`config.mk`:
```
export PLATFORM = sky130hd
export DESIGN_NAME = dmem_axi_bridge
export DESIGN_NICKNAME = d
export VERILOG_FILES = /design/src/rtl/dmem_axi_bridge.sv
export SDC_FILE = /design/constraint.sdc
export NUM_CORES = 1
export LEC_CHECK = 0
export CAP_MARGIN = 20
export CORE_AREA = 2 2 95 97
export CTS_BUF_LIST = sky130_fd_sc_hd__clkbuf_8
export DETAILED_ROUTE_END_ITERATION = 16
export DIE_AREA = 0 0 97 99
export HOLD_SLACK_MARGIN = 0.02
export PLACE_DENSITY = 0.85
export SKIP_LAST_GASP = 1
export SLEW_MARGIN = 20
export SYNTH_ARGS = -nofsm -noshare
export SYNTH_HDL_FRONTEND = slang
export SYNTH_SLANG_ARGS = --single-unit
```
`constraint.sdc`:
```
create_clock -name AXI_ACLK -period 1 [get_ports AXI_ACLK]
set_input_delay 0.2 -clock AXI_ACLK [delete_from_list [all_inputs] [get_ports AXI_ACLK]]
set_output_delay 0.2 -clock AXI_ACLK [all_outputs]
set_load 0.005 [all_outputs]
```
`src/rtl/dmem_axi_bridge.sv`:
```
// AXI4-Lite slave bridging the core's host data port to a word-wide memory strobe.
// Storage is either external (bench-supplied words) or an internal word array.
module dmem_axi_bridge #(
  parameter int RISCOF_TEST_MODE = 1,
  parameter int INT_DMEM_SIZE    = 1,
  parameter int AXI_AWIDTH       = 32,
  parameter int AXI_DWIDTH       = 32
) (
  input  logic                    AXI_ACLK,
  input  logic                    AXI_ARESETN,
  input  logic [AXI_AWIDTH-1:0]   AXI_AWADDR,
  input  logic                    AXI_AWVALID,
  output logic                    AXI_AWREADY,
  input  logic [AXI_DWIDTH-1:0]   AXI_WDATA,
  input  logic [AXI_DWIDTH/8-1:0] AXI_WSTRB,
  input  logic                    AXI_WVALID,
  output logic                    AXI_WREADY,
  output logic [1:0]              AXI_BRESP,
  output logic                    AXI_BVALID,
  input  logic                    AXI_BREADY,
  input  logic [AXI_AWIDTH-1:0]   AXI_ARADDR,
  input  logic                    AXI_ARVALID,
  output logic                    AXI_ARREADY,
  output logic [AXI_DWIDTH-1:0]   AXI_RDATA,
  output logic [1:0]              AXI_RRESP,
  output logic                    AXI_RVALID,
  input  logic                    AXI_RREADY,
  input  logic [AXI_DWIDTH-1:0]   DMEM_RDATA,
  input  logic [AXI_DWIDTH-1:0]   DMEM_WDATA_READ,
  output logic [AXI_DWIDTH-1:0]   DMEM_WDATA,
  output logic                    DMEM_WVALID
);

  localparam int SW = AXI_DWIDTH / 8;

  logic                  wr_accept;
  logic                  rd_accept;
  logic [AXI_DWIDTH-1:0] old_word;
  logic [AXI_DWIDTH-1:0] rd_word;

  // Reset gates the accept so no write strobe escapes while the bridge is held.
  assign wr_accept   = AXI_ARESETN & AXI_AWVALID & AXI_WVALID & ~AXI_BVALID;
  assign AXI_AWREADY = wr_accept;
  assign AXI_WREADY  = wr_accept;
  assign DMEM_WVALID = wr_accept;
  assign AXI_ARREADY = ~AXI_RVALID;
  assign rd_accept   = AXI_ARVALID & AXI_ARREADY;
  assign AXI_BRESP   = '0;
  assign AXI_RRESP   = '0;

  always_comb begin
    DMEM_WDATA = old_word;
    for (int unsigned i = 0; i < SW; i++) begin
      if (AXI_WSTRB[i]) DMEM_WDATA[8*i +: 8] = AXI_WDATA[8*i +: 8];
    end
  end

  always_ff @(posedge AXI_ACLK) begin
    if (!AXI_ARESETN) begin
      AXI_BVALID <= 1'b0;
    end else if (AXI_BVALID && AXI_BREADY) begin
      AXI_BVALID <= 1'b0;
    end else if (wr_accept) begin
      AXI_BVALID <= 1'b1;
    end
  end

  always_ff @(posedge AXI_ACLK) begin
    if (!AXI_ARESETN) begin
      AXI_RVALID <= 1'b0;
      AXI_RDATA  <= '0;
    end else if (rd_accept) begin
      AXI_RVALID <= 1'b1;
      AXI_RDATA  <= rd_word;
    end else if (AXI_RVALID && AXI_RREADY) begin
      AXI_RVALID <= 1'b0;
    end
  end

  if (RISCOF_TEST_MODE != 0) begin : g_ext
    assign old_word = DMEM_WDATA_READ;
    assign rd_word  = DMEM_RDATA;

    logic unused_addr;
    assign unused_addr = ^{AXI_AWADDR, AXI_ARADDR};
  end else begin : g_int
    localparam int IW = (INT_DMEM_SIZE > 1) ? $clog2(INT_DMEM_SIZE) : 1;

    logic [AXI_DWIDTH-1:0] mem [INT_DMEM_SIZE];
    logic [IW-1:0]         widx;
    logic [IW-1:0]         ridx;

    // Upper address bits are dropped so accesses wrap onto the array.
    assign widx     = (INT_DMEM_SIZE > 1) ? AXI_AWADDR[IW+1:2] : '0;
    assign ridx     = (INT_DMEM_SIZE > 1) ? AXI_ARADDR[IW+1:2] : '0;
    assign old_word = mem[widx];
    assign rd_word  = mem[ridx];

    always_ff @(posedge AXI_ACLK) begin
      if (wr_accept) mem[widx] <= DMEM_WDATA;
    end

    logic unused_dmem;
    assign unused_dmem = ^{DMEM_RDATA, DMEM_WDATA_READ, AXI_AWADDR, AXI_ARADDR};
  end

endmodule

```
==> metrics.md <==
| Metric | Value |
|---|---|
| Status | finished, violations left |
| Violated checks | setup timing |
| Worst Hold Path Cells | 3 |
| Post-Place Worst Slack | -0.9209 ns |
| Synth Warn # | 0 |
| Core area | 8551 um^2 |
| Reg clk slew, reported paths | 0.06 ns |
| Placed cells | 469 |
| Mux share of post-synthesis cell area | 37.21% |
| Worst Hold Slack | 0.3936 ns |
| Final HPWL DP | 5159 um |
| Vias/cell | 4.248 |
| Reg-to-Reg End | AXI_RDATA[0] |
| Dpl cell area | 3664 um^2 |
| Deepest clock path buffer count | 2 |
| Seq/Total Area, Yosys | 37.21% |
| Crit path capture type | output port |
| Synthesized instance count | 191 |
| Detailed-routed wire length on met3 | 659 um |
| Worst reg2reg setup slack | -0.18 ns |
| Final max-slew violation count | 0 |
| XOR/XNOR share of the synthesized area | 0% |
| TritonCTS Buffers | 5 |
| CTS Root Cell | clkbuf_8 |
| Largest net degree at the start of global routing | 67 |
| Synth Area in Compound Gates | 0.9576% |
| Routability cong. | 0.7588 |
| Hold-fix buffer count after cts | 0 |
| # IOs | 245 |
| Least-Margin Pin Slew | 0.6240 ns |
| Min-Delay Path Class | input pin to flop |
| Per-cell routed wire length | 14.71 um |
| Post-synthesis simple-gate area fraction | 14.57% |
| DRT antenna net count | 0 |
| Uppermost layer routed | met4 |
| Non-filler cells, final | 491 |
| Synth Register Bits | 34 |
| Vias in the first global route | 2,268 |
| Largest family of logic cells by synthesized area | multiplexers |
| Pleak | 1.992 nW |
| Worst EP arrival | 1.10 ns |
| Area of the multi-input gates | 1101 um^2 |
| Mapped cell area | 1829 um^2 |
| Die Wd | 97 um |
| Total gr overflow | 0 |
| First-pass GRT wire length | 11,320 um |
| Syn Area/Cell | 9.577 um^2 |
| Clk sinks | 34 |
| Unrepaired setup endpoints after global routing | yes |
| TNS Setup | -6.095 ns |
| DR DRC count | 0 |
| Final instance area | 3989 um^2 |
| Final setup violation count | 63 |
| Worst Hold Launch | AXI_ARVALID |
| Ant. Diodes | 0 |
| Worst hold endpoint | AXI_RVALID |
| CP required | 0.80 ns |
| Die area | 9603 um^2 |
| Layout Skew | 0.002375 ns |
| WL met1 | 2711 um |
| Reg2reg start | AXI_RVALID |
| Initial antenna violation count | 0 |
| Initial Util | 21.39% |
| Layout cell share with drive strength beyond 1 | 47.00% |
| Synth Area in Adders | 0% |
| DRT iter0 DRCs | 57 |
| Register area | 723.2 um^2 |
| Vias | 2,086 |
| Worst-Skew Late Latency | 0.28 ns |
| Core Rows | 34 |
| Commonest non-fill, non-tap cell in the layout | nand2_1 |
| VDD IR max | 596.9 uV |
| Most frequent cells in the layout | nand2_1, buf_6, dlygate4sd2_1, buf_2, clkdlybuf4s50_1 |
| GRT Total Usage | 14.67% |
| Die Y | 99 um |
| Slew headroom | 58.40% |
| Crit path max fanout | 3 |
| Final number of hold-violating endpoints | 0 |
| Fmax | 770.0 MHz |
| Worst setup margin | -0.2987 ns |
| Met2 WL post-DR | 3779 um |
| Routed wire length | 7221 um |
| Initial DRT Pass Iterations | 4 |
| CP Launch Type | input pin |
| Min Tclk post-route | 1.299 ns |
| CTS tree | done |
| Fin nets | 555 |
| H-tree depth | 2 |
| Overall power | 3.894 mW |
| Max-cap violations | 0 |
| Setup CP Type | input pin to output port |
| Power Dens Cells | 976.2 nW/um^2 |
| Worst Reg2Reg Path Length in Cells | 5 |
| Area grow syn2layout | 118.1% |
| Filler cells | 809 |
| Fin util | 46.65% |
| Synth unique cells | 15 |
| Tcrit/Tclk final | 129.9% |
| IO buf count | 176 |
[worst max path at each step]
| stage | startpoint | slack (ns) | cells past startpoint | endpoint |
|---|---|---|---|---|
| after floorplan | AXI_RVALID | 0.04 | 4 | AXI_RDATA[0] |
| after global placement | AXI_WSTRB[3] | -0.85 | 3 | DMEM_WDATA[29] |
| after detailed placement | AXI_WSTRB[3] | -0.92 | 3 | DMEM_WDATA[31] |
| after CTS | AXI_BVALID | -0.29 | 3 | AXI_WREADY |
| after global routing | AXI_BVALID | -0.34 | 3 | AXI_WREADY |
| final | AXI_WVALID | -0.30 | 4 | AXI_WREADY |
[cell usage after synthesis (all sizes together)]
cell type	instances	area (um^2)
nand2	66	247.7
dfxtp	34	680.7
mux2	32	360.4
mux2i	32	320.3
buf	19	168.9
clkbuf	2	7.510
and4b	1	10.01
conb	1	3.750
inv	1	3.750
nor2b	1	8.760
o211a	1	10.01
o21bai	1	7.510
[layer usage]
layer  global-route usage (%)  vias up
met2                    27.56      117
met1                    15.78      959
li1                         -     1003
met4                    3.575        0
met5                        0        -
met3                    5.035        7
[critical path, cell delays in order]
cell,delay (ns)
clkdlybuf4s50_1,0.45
and4b_1,0.24
buf_6,0.13
buf_6,0.08
[registers in the layout, summed over array words and instances (netlist names)]
name and cells:
AXI_RDATA 32, AXI_BVALID 1, AXI_RVALID 1
[cells by family (layout without fill, tap and decap cells)]
group / after synthesis / after routing
buf+inv: 22 / 211
flops: 34 / 34
mux: 64 / 64
simple gates: 68 / 68
compound gates: 2 / 2
other cells: 1 / 4
[power breakdown]
part / switching, mW / internal, mW / leakage (nW)
clock network: 0.462 / 0.531 / 0.0431
logic: 0.456 / 0.935 / 1.66
registers: 0.0440 / 1.47 / 0.293
total: 0.963 / 2.93 / 1.99
[cell type report]
cell class | instances | share of cell area, %
clock buffer | 6 | 2.070
inverter | 1 | 0.09410
multi-input combinational | 138 | 27.60
sequential | 34 | 18.13
tap | 108 | 3.388
timing repair buffer | 204 | 48.71
[repair_timing]
action	CTS	global route
gates resized for setup	491	26
setup buffers	9	5
hold endpoints to repair	0	0
setup endpoints to repair	102	66
gates cloned	3	1
pin swaps	1	0
(Power assumes the default switching activity.)
